<file path="config.mk">
export PLATFORM = sky130hd
export DESIGN_NAME = uart_cmd_parser_flat
export DESIGN_NICKNAME = d
export VERILOG_FILES = /design/src/rtl/uart_cmd_parser_if.sv /design/src/rtl/uart_cmd_parser.sv /design/src/flat_wrapper.sv
export SDC_FILE = /design/constraint.sdc
export NUM_CORES = 1
export LEC_CHECK = 0
export CAP_MARGIN = 20
export CORE_UTILIZATION = 47
export DETAILED_ROUTE_END_ITERATION = 12
export PLACE_DENSITY = 0.78
export SLEW_MARGIN = 10
export SYNTH_ARGS = -nofsm -noshare
export SYNTH_HDL_FRONTEND = slang
export SYNTH_SLANG_ARGS = --single-unit
</file>
<file path="constraint.sdc">
create_clock -name clk -period 3.4 [get_ports clk]
set_clock_uncertainty 0.2 [all_clocks]
set_input_delay 0.85 -clock clk [delete_from_list [all_inputs] [get_ports clk]]
set_output_delay 0.85 -clock clk [all_outputs]
set_load 0.01 [all_outputs]
</file>
<file path="src/rtl/uart_cmd_parser_if.sv">
// uart_cmd_parser_if
//  Groups the byte-stream input and the decoded-command outputs of
//  uart_cmd_parser.
//  master : byte source / consumer side (drives rx_data/rx_en, reads results)
//  slave  : the parser (reads rx_data/rx_en, drives results)
//  Signals:
//   rx_data   [7:0]  received byte, valid when rx_en=1
//   rx_en            1-cycle byte-valid strobe
//   cmd_valid        1-cycle strobe, good frame decoded
//   cmd_id    [7:0]  CMD of last good frame
//   cmd_data  [15:0] {DATA_H,DATA_L} of last good frame
//   pan_pos   [11:0] pan servo target
//   tilt_pos  [11:0] tilt servo target
//   track_en         auto-tracking enable
//   frame_err        1-cycle strobe, checksum fail or inter-byte timeout
//   good_cnt  [7:0]  count of good frames (wraps)
interface uart_cmd_parser_if;
  logic [7:0]  rx_data;
  logic        rx_en;
  logic        cmd_valid;
  logic [7:0]  cmd_id;
  logic [15:0] cmd_data;
  logic [11:0] pan_pos;
  logic [11:0] tilt_pos;
  logic        track_en;
  logic        frame_err;
  logic [7:0]  good_cnt;

  modport master (
    output rx_data, rx_en,
    input  cmd_valid, cmd_id, cmd_data, pan_pos, tilt_pos, track_en, frame_err, good_cnt
  );

  modport slave (
    input  rx_data, rx_en,
    output cmd_valid, cmd_id, cmd_data, pan_pos, tilt_pos, track_en, frame_err, good_cnt
  );
endinterface

</file>
<file path="src/rtl/uart_cmd_parser.sv">
// uart_cmd_parser
//  Frames the byte stream coming out of uart_rx (HDR0 HDR1 CMD DATA_H DATA_L CHK),
//  verifies CHK = (CMD + DATA_H + DATA_L) mod 256 and, for good frames, updates
//  the registered pan/tilt targets (clamped) and the tracking enable.
//  Ports:
//   clk    system clock (same domain as uart_rx)
//   reset  synchronous, active-low
//   bus    uart_cmd_parser_if.slave: rx_data/rx_en in; cmd_valid, cmd_id,
//          cmd_data, pan_pos, tilt_pos, track_en, frame_err, good_cnt out
module uart_cmd_parser #(
  parameter logic [7:0]  HDR0     = 8'hAA,
  parameter logic [7:0]  HDR1     = 8'h55,
  parameter logic [15:0] TIMEOUT  = 16'd20000,
  parameter logic [11:0] POS_MIN  = 12'd500,
  parameter logic [11:0] POS_MAX  = 12'd2500,
  parameter logic [11:0] POS_INIT = 12'd1500
) (
  input  logic              clk,
  input  logic              reset,
  uart_cmd_parser_if.slave  bus
);

  typedef enum logic [2:0] {
    S_IDLE, S_HDR1, S_CMD, S_DH, S_DL, S_CHK
  } state_t;

  state_t      state, state_nxt;
  logic [15:0] tmo_cnt;
  logic [7:0]  cmd_p0, dh_p0, dl_p0, sum_p0;
  logic        good_frame, bad_frame, expire;

  function automatic logic [11:0] clamp_pos(input logic [11:0] v);
    if (v < POS_MIN)      return POS_MIN;
    else if (v > POS_MAX) return POS_MAX;
    else                  return v;
  endfunction

  // State register
  always_ff @(posedge clk) begin
    if (!reset) state <= S_IDLE;
    else        state <= state_nxt;
  end

  // Next-state: bytes drive the framing; silence inside a frame aborts it
  always_comb begin
    state_nxt = state;
    if (bus.rx_en) begin
      unique case (state)
        S_IDLE:  if (bus.rx_data == HDR0) state_nxt = S_HDR1;
        S_HDR1: begin
          if (bus.rx_data == HDR1)      state_nxt = S_CMD;
          else if (bus.rx_data == HDR0) state_nxt = S_HDR1;  // resync on repeated header
          else                          state_nxt = S_IDLE;
        end
        S_CMD:   state_nxt = S_DH;
        S_DH:    state_nxt = S_DL;
        S_DL:    state_nxt = S_CHK;
        S_CHK:   state_nxt = S_IDLE;
        default: state_nxt = S_IDLE;
      endcase
    end else if (expire) begin
      state_nxt = S_IDLE;
    end
  end

  // Output decode: frame verdicts and timeout expiry (a byte on the expiry cycle wins)
  always_comb begin
    good_frame = bus.rx_en && (state == S_CHK) && (bus.rx_data == sum_p0);
    bad_frame  = bus.rx_en && (state == S_CHK) && (bus.rx_data != sum_p0);
    expire     = !bus.rx_en && (state != S_IDLE) && (tmo_cnt == TIMEOUT - 16'd1);
  end

  // Inter-byte timeout counter
  always_ff @(posedge clk) begin
    if (!reset)                                      tmo_cnt <= 16'd0;
    else if (bus.rx_en || state == S_IDLE || expire) tmo_cnt <= 16'd0;
    else                                             tmo_cnt <= tmo_cnt + 16'd1;
  end

  // Stage p0: payload capture and running 8-bit checksum
  always_ff @(posedge clk) begin
    if (bus.rx_en) begin
      unique case (state)
        S_CMD: begin
          cmd_p0 <= bus.rx_data;
          sum_p0 <= bus.rx_data;
        end
        S_DH: begin
          dh_p0  <= bus.rx_data;
          sum_p0 <= sum_p0 + bus.rx_data;
        end
        S_DL: begin
          dl_p0  <= bus.rx_data;
          sum_p0 <= sum_p0 + bus.rx_data;
        end
        default: ;
      endcase
    end
  end

  // Stage p1: registered command results
  always_ff @(posedge clk) begin
    if (!reset) begin
      bus.cmd_valid <= 1'b0;
      bus.frame_err <= 1'b0;
      bus.cmd_id    <= 8'd0;
      bus.cmd_data  <= 16'd0;
      bus.pan_pos   <= POS_INIT;
      bus.tilt_pos  <= POS_INIT;
      bus.track_en  <= 1'b0;
      bus.good_cnt  <= 8'd0;
    end else begin
      bus.cmd_valid <= good_frame;
      bus.frame_err <= bad_frame | expire;
      if (good_frame) begin
        bus.cmd_id   <= cmd_p0;
        bus.cmd_data <= {dh_p0, dl_p0};
        bus.good_cnt <= bus.good_cnt + 8'd1;
        unique case (cmd_p0)
          8'h01:   bus.pan_pos  <= clamp_pos({dh_p0[3:0], dl_p0});
          8'h02:   bus.tilt_pos <= clamp_pos({dh_p0[3:0], dl_p0});
          8'h03:   bus.track_en <= dl_p0[0];
          default: ;
        endcase
      end
    end
  end

endmodule

</file>
<file path="src/flat_wrapper.sv">
// flat-port wrapper written by rule: the top's interface ports become plain ports
module uart_cmd_parser_flat 
#(
  parameter logic [7:0]  HDR0     = 8'hAA,
  parameter logic [7:0]  HDR1     = 8'h55,
  parameter logic [15:0] TIMEOUT  = 16'd20000,
  parameter logic [11:0] POS_MIN  = 12'd500,
  parameter logic [11:0] POS_MAX  = 12'd2500,
  parameter logic [11:0] POS_INIT = 12'd1500
)
  (clk, reset, bus_rx_data, bus_rx_en, bus_cmd_valid, bus_cmd_id, bus_cmd_data, bus_pan_pos, bus_tilt_pos, bus_track_en, bus_frame_err, bus_good_cnt);
  uart_cmd_parser_if bus_i ();
  input  logic clk;
  input  logic reset;
  input wire logic [$bits(bus_i.rx_data)-1:0] bus_rx_data;
  input wire logic [$bits(bus_i.rx_en)-1:0] bus_rx_en;
  output wire logic [$bits(bus_i.cmd_valid)-1:0] bus_cmd_valid;
  output wire logic [$bits(bus_i.cmd_id)-1:0] bus_cmd_id;
  output wire logic [$bits(bus_i.cmd_data)-1:0] bus_cmd_data;
  output wire logic [$bits(bus_i.pan_pos)-1:0] bus_pan_pos;
  output wire logic [$bits(bus_i.tilt_pos)-1:0] bus_tilt_pos;
  output wire logic [$bits(bus_i.track_en)-1:0] bus_track_en;
  output wire logic [$bits(bus_i.frame_err)-1:0] bus_frame_err;
  output wire logic [$bits(bus_i.good_cnt)-1:0] bus_good_cnt;
  assign bus_i.rx_data = bus_rx_data;
  assign bus_i.rx_en = bus_rx_en;
  assign bus_cmd_valid = bus_i.cmd_valid;
  assign bus_cmd_id = bus_i.cmd_id;
  assign bus_cmd_data = bus_i.cmd_data;
  assign bus_pan_pos = bus_i.pan_pos;
  assign bus_tilt_pos = bus_i.tilt_pos;
  assign bus_track_en = bus_i.track_en;
  assign bus_frame_err = bus_i.frame_err;
  assign bus_good_cnt = bus_i.good_cnt;
  uart_cmd_parser #(.HDR0(HDR0), .HDR1(HDR1), .TIMEOUT(TIMEOUT), .POS_MIN(POS_MIN), .POS_MAX(POS_MAX), .POS_INIT(POS_INIT)) u_core (.clk(clk), .reset(reset), .bus(bus_i));
endmodule
</file>
==> flow_metrics.tcl, run 1 <==
set metrics [dict create \
    rsz0062_at_grt "false" \
    pwr-share-clk 0.354 \
    finalInstanceArea_mm2 0.00593 \
    ys_top_cells_by_count "nand2_1 (89), dfxtp_1 (78), a21boi_0 (32), edfxtp_1 (32), nor2_1 (32)" \
    hold_end "u_core.bus.tilt_pos[0]" \
    rr_endpoint "u_core.bus.cmd_data[9]" \
    tns_ps 0 \
    yosysWarnings 0 \
    crit_path_end_kind "flip-flop" \
    sw_frac_of_total 0.229 \
    nets 597 \
    totalWireLength_mm 10.5 \
    io_buffers 69 \
    root_buffer "clkbuf_8" \
    synth-main-ff-cell "dfxtp_1" \
    fp.dieH_um 103 \
    fillCellCount 849 \
    rrSetupSlack_ps 930 \
    gr-total-overflow 0 \
    reg2reg_depth 7 \
    post_cts_buffers 0 \
    cts_tree "done" \
    hold_viol 0 \
    grt_pass1_wl_mm 17.2 \
    tightest_slew_ps 664 \
    cp_max_fo 20 \
    syn-num-nets 516 \
    postSynthAreaPerCell_um2 9.68 \
    max_cap_violations 0 \
    cts.repair.resized 0 \
    ioPinCount 70 \
    setup_viol 0 \
    dp_cells 698 \
    internal_power_uw 1720 \
    dpl-instance-area_mm2 0.00573 \
    synth_seq_area_share 0.526 \
    synth_area_leader_cell "dfxtp_1" \
    cts_made_buffers 9 \
    slew_violations 0 \
    p_per_area_mw_per_mm2 376 \
    ys_ff_latch 110 \
    worstPathArrival_ps 3080 \
    cts_sinks 110 \
    worst-setup-path-type "in -> reg" \
    final_antenna_net_count 0 \
    path_common_cell "buf_4" \
    synthArstFlopShare 0 \
    hold-path-cell-count 2 \
    status "complete, no violations" \
    remaining_drc_errors 0 \
    initial_core_util 0.488 \
    num_antenna_cells 0 \
    synth_top_area_frac 0.326 \
    regToRegStartpoint "u_core.sum_p0[1]" \
    clock_path_buffers 2 \
    vias 3831 \
    ir_drop_uv 213 \
    gp_congestion 0.885 \
    pwr-share-seq 0.603 \
    drt_pass1_iterations 4 \
    fin_crit_ps 2990 \
    grt_max_degree 40 \
    critPathBufInv 3 \
    first_iter_violations 151 \
    antenna_found_initial 0 \
    hpwl_mm 7.74 \
    grt_use_total 0.211 \
    stdcell_count 714 \
    vias_per_cell 5.37 \
    synth-edff-count 32 \
    die_area_mm2 0.0106 \
    clk_pin_slew_ps 110 \
    slew_headroom 0.556 \
    power.switching_uw 511 \
    synth_area_mm2 0.00479 \
    synth_area_leaders "dfxtp_1 (33%), edfxtp_1 (20%), nand2_1 (7.0%), a21boi_0 (5.0%), nor2_1 (2.5%)" \
    crit_path_start_kind "input port" \
    row_count 36 \
    grt_pass1_vias 3577 \
    p_comb_frac 0.043 \
    layout-drive-gt1-share 0.0809 \
    min_from "u_core.bus.tilt_pos[0]" \
    period_share 0.878 \
    holdCritPathClass "reg -> reg" \
    cts_hold_buf 0 \
    clk_latency_ps 360 \
    final_util 0.604 \
    die_x_um 103 \
    core_region_area_mm2 0.00982 \
    area_growth_pct 23.7 \
    yosysMostFrequentCell "nand2_1" \
    synthDistinctLibCells 56 \
    leakagePower_uw 0.00206 \
    critPathTopFamily "buffers and inverters" \
    crit_chain "clkdlybuf4s50_1, ha_1, nor4_4, buf_4, and4b_1, buf_4, nand2_1, a21boi_0" \
    wl_per_cell_um 14.6 \
    power_uw 2230 \
    slowest_stage "clkdlybuf4s50_1" \
    required_ps 3490 \
    fmax_mhz 335 \
    max_stage_delay_ps 420 \
    syn-instance-count 495 \
    crit_cells 8 \
    cts_max_level 3 \
]
registers in the layout (all words and copies together) (netlist names):
name	flops
u_core.bus.cmd_data	16
u_core.bus.cmd_id	8
u_core.bus.cmd_valid	1
u_core.bus.frame_err	1
u_core.bus.good_cnt	8
u_core.bus.pan_pos	12
u_core.bus.tilt_pos	12
u_core.bus.track_en	1
u_core.cmd_p0	8
u_core.dh_p0	8
u_core.dl_p0	8
u_core.state	3
u_core.sum_p0	8
u_core.tmo_cnt	16
tightest hold or removal path: cells and delay by family (launching register included):
kind            cells  cell delay [ps]
flops               1              320
simple gates        1               50
compound gates      1               60
how the worst max path moves through the flow:
stage                        start                      to  slack (ps)
floorplan           bus_rx_data[5]   u_core.bus.pan_pos[1]         590
global placement    bus_rx_data[1]    u_core.bus.cmd_id[0]          50
detailed placement  bus_rx_data[1]    u_core.bus.cmd_id[5]          10
CTS                 bus_rx_data[1]    u_core.bus.cmd_id[5]         400
global route        bus_rx_data[1]  u_core.bus.cmd_data[8]         280
finish              bus_rx_data[1]  u_core.bus.cmd_data[9]         410
layout make-up:
class | instances | area, um^2 | share of cell area
Inverter | 11 | 41.3 | 0.00696
Clock inverter | 5 | 46.3 | 0.00781
Sequential cell | 110 | 2520 | 0.425
Timing Repair Buffer | 94 | 873 | 0.147
Tap cell | 133 | 166 | 0.0281
Clock buffer | 11 | 153 | 0.0257
Multi-Input combinational cell | 350 | 2130 | 0.359
power by group through the flow:
| stage | Combinational, uW | Sequential (uW) | Clock [uW] |
|---|---|---|---|
| 3_3_place_gp | 93.3 | 1380 | 0 |
| 3_5_place_dp | 95.5 | 1380 | 0 |
| 2_1_floorplan | 51.3 | 1380 | 0 |
| 5_1_grt | 105 | 1350 | 860 |
| 6_report | 95.8 | 1350 | 789 |
| 4_1_cts | 95.9 | 1350 | 804 |
layer usage:
layer / wire [um] / part of all wire / global-route usage
met5: 0 / 0 / 0
met4: 116 / 0.011 / 0.0726
met3: 512 / 0.049 / 0.0319
met2: 5030 / 0.48 / 0.347
met1: 4800 / 0.46 / 0.284
layout by cell type (no fill, tap or decap), types with 2 or more instances in the layout:
| cell type | n |
|---|---|
| clkdlybuf4s50_1 | 68 |
| o31ai_1 | 2 |
| and3_1 | 6 |
| xor2_1 | 13 |
| a21oi_1 | 18 |
| nand4_1 | 9 |
| nor4_1 | 3 |
| and2_1 | 8 |
| clkbuf_8 | 9 |
| nand3b_1 | 2 |
| or3_1 | 6 |
| ha_1 | 9 |
| dfxtp_1 | 78 |
| nand2_1 | 89 |
| buf_4 | 25 |
| and4b_1 | 2 |
| nand3_1 | 12 |
| nor3_1 | 9 |
| a31oi_1 | 12 |
| nor2_1 | 32 |
| a32o_1 | 2 |
| nand2b_1 | 5 |
| a21boi_0 | 32 |
| nand4b_1 | 3 |
| inv_1 | 11 |
| o211ai_1 | 5 |
| nor2b_1 | 11 |
| inv_8 | 2 |
| xnor2_1 | 9 |
| nor4bb_1 | 2 |
| inv_6 | 2 |
| or4_1 | 2 |
| edfxtp_1 | 32 |
| nor3b_1 | 10 |
| o21ai_0 | 14 |
through the flow:
| step | setup slack [ps] | hold WS (ps) |
|---|---|---|
| floorplan | 589 | 230 |
| finish | 414 | 267 |
| global placement | 46.5 | 243 |
| CTS | 398 | 270 |
| detailed placement | 12.9 | 255 |
| global route | 279 | 300 |
cell families after synthesis:
logic type,count (synthesis),share of synthesized area
AO/OA/AOI/OAI,97,0.134
adder cells (fa/ha/maj),10,0.0277
multiplexers,1,0.00209
AND/OR/NAND/NOR,220,0.239
XOR/XNOR,22,0.0402
flip-flops,110,0.526
buffers and inverters,35,0.0303
Note: power is estimated with default switching activity, not from simulation.
==> run 2: changes to the inputs <==
--- a/config.mk
+++ b/config.mk
@@ -6,6 +6,7 @@
 export NUM_CORES = 1
 export LEC_CHECK = 0
 export CAP_MARGIN = 20
+export CORE_MARGIN = 2
 export CORE_UTILIZATION = 47
 export DETAILED_ROUTE_END_ITERATION = 12
 export PLACE_DENSITY = 0.78
==> flow_metrics.tcl, run 2 (synthesized netlist as in run 1, its figures left out) <==
set metrics [dict create \
    status "complete, no violations" \
    worst-setup-path-type "in -> reg" \
    die_x_um 105 \
    regToRegStartpoint "u_core.sum_p0[1]" \
    required_ps 3500 \
    row_count 36 \
    crit_path_start_kind "input port" \
    seqCellArea_mm2 0.00252 \
    finalInstanceArea_mm2 0.00594 \
    layout-drive-gt1-share 0.0777 \
    multiInputGateArea_mm2 0.00213 \
    clk_latency_ps 370 \
    cts_made_buffers 9 \
    num_antenna_cells 0 \
    final_common_cell "nand2_1" \
    endpoint "u_core.bus.pan_pos[2]" \
    critPathLaunch "bus_rx_data[1]" \
    ioPinCount 70 \
    crit_path_end_kind "flip-flop" \
    rsz0062_at_grt "false" \
    final_antenna_net_count 0 \
    grt_use_total 0.197 \
    first_iter_violations 245 \
    worstPathArrival_ps 3200 \
    cts_sinks 110 \
    grt_pass1_wl_mm 17.7 \
    place_ws_ps -74.5 \
    cp_max_fo 23 \
    initial_core_util 0.488 \
    dpl-instance-area_mm2 0.00572 \
    ir_drop_uv 268 \
    max_cap_violations 0 \
    p_per_area_mw_per_mm2 385 \
    final_cell_mix "nand2_1 (89), dfxtp_1 (78), clkdlybuf4s50_1 (68)" \
    fmax_mhz 322 \
    io_buffers 69 \
    nets 596 \
    reg2reg_depth 8 \
    vias_per_cell 5.56 \
    cts_tree "done" \
    power_uw 2280 \
    grt_max_degree 69 \
    cts.repair.resized 0 \
    clock_path_buffers 2 \
    cts_hold_buf 0 \
    totalWireLength_mm 10.9 \
    reg_top3 "u_core.bus.cmd_data (16), u_core.tmo_cnt (16)" \
    antenna_found_initial 0 \
    wl_per_cell_um 15.3 \
    die_area_mm2 0.0110 \
    post_cts_buffers 0 \
    final_util 0.604 \
    setup_viol 0 \
    gr-total-overflow 0 \
    gp_congestion 0.856 \
    slew_headroom 0.563 \
    fillCellCount 847 \
    vias 3958 \
    hpwl_mm 7.92 \
    rrSetupSlack_ps 810 \
    drt_pass1_iterations 5 \
    hold_viol 0 \
    root_buffer "clkbuf_8" \
    cts_max_level 3 \
    holdCritPathClass "reg -> reg" \
    grt_pass1_vias 3700 \
    tightest_slew_ps 654 \
    rr_endpoint "u_core.bus.pan_pos[2]" \
    period_share 0.912 \
    clk_pin_slew_ps 100 \
    leakagePower_uw 0.00206 \
    area_growth_pct 23.8 \
    fin_crit_ps 3100 \
    fp.dieH_um 105 \
    remaining_drc_errors 0 \
    setup_slack_ps 299 \
    core_region_area_mm2 0.00982 \
    slew_violations 0 \
]
[run 2: cell count changes in the layout (fill, tap and decap cells not counted), sizes merged]
cell    previous run  this run
inv               16        13
clkbuf            11        12
buf               26        25
bufinv             0         1
[run 2: cell type report]
| cell class | instances | share of cell area |
|---|---|---|
| multi-input combinational | 350 | 0.358 |
| timing repair buffer | 93 | 0.146 |
| tap | 133 | 0.0280 |
| sequential | 110 | 0.425 |
| inverter | 11 | 0.00696 |
| clock inverter | 3 | 0.00801 |
| clock buffer | 12 | 0.0280 |
[run 2: worst min path at each step]
stage | end | cells after the start | startpoint | slack (ps)
finish | u_core.bus.cmd_data[0] | 2 | u_core.bus.cmd_data[0] | 270
CTS | u_core.bus.pan_pos[11] | 2 | u_core.bus.pan_pos[11] | 270
detailed placement | u_core.bus.cmd_data[6] | 2 | u_core.bus.cmd_data[6] | 260
floorplan | u_core.tmo_cnt[0] | 1 | u_core.tmo_cnt[0] | 230
global placement | u_core.tmo_cnt[0] | 1 | u_core.tmo_cnt[0] | 240
global route | u_core.bus.cmd_data[6] | 2 | u_core.bus.cmd_data[6] | 300
[run 2: metal layers]
metal / global-route usage / up-vias / share of wire
met2: 0.337 / 130 / 0.49
met5: 0 / - / 0
met3: 0.0299 / 23 / 0.051
met1: 0.252 / 1901 / 0.44
met4: 0.0695 / 0 / 0.020
li1: - / 1904 / -
[run 2: per-stage QoR]
step | hold slack (ps) | std cells | setup TNS [ps]
2_1_floorplan | 230 | 495 | 0
3_3_place_gp | 243 | 697 | 0
4_1_cts | 274 | 712 | 0
3_5_place_dp | 260 | 697 | -447
6_report | 268 | 712 | 0
5_1_grt | 299 | 712 | 0
[run 2: worst max-delay path, cell delays in order]
cell and delay, ps:
clkdlybuf4s50_1 430, ha_1 370, nor4_4 470, nand4b_4 180, buf_4 260, nor3_4 240, buf_4 190, nor3b_1 60
a31oi_1 140
[run 2: report_power, final]
| part | internal (uW) | total, uW | switching (uW) | leakage, uW |
|---|---|---|---|---|
| clock | 408 | 839 | 431 | 0.000109 |
| sequential | 1350 | 1350 | 0.0470 | 0.000916 |
| combinational | 45.3 | 98.3 | 53.0 | 0.00103 |
| total | 1800 | 2280 | 484 | 0.00206 |
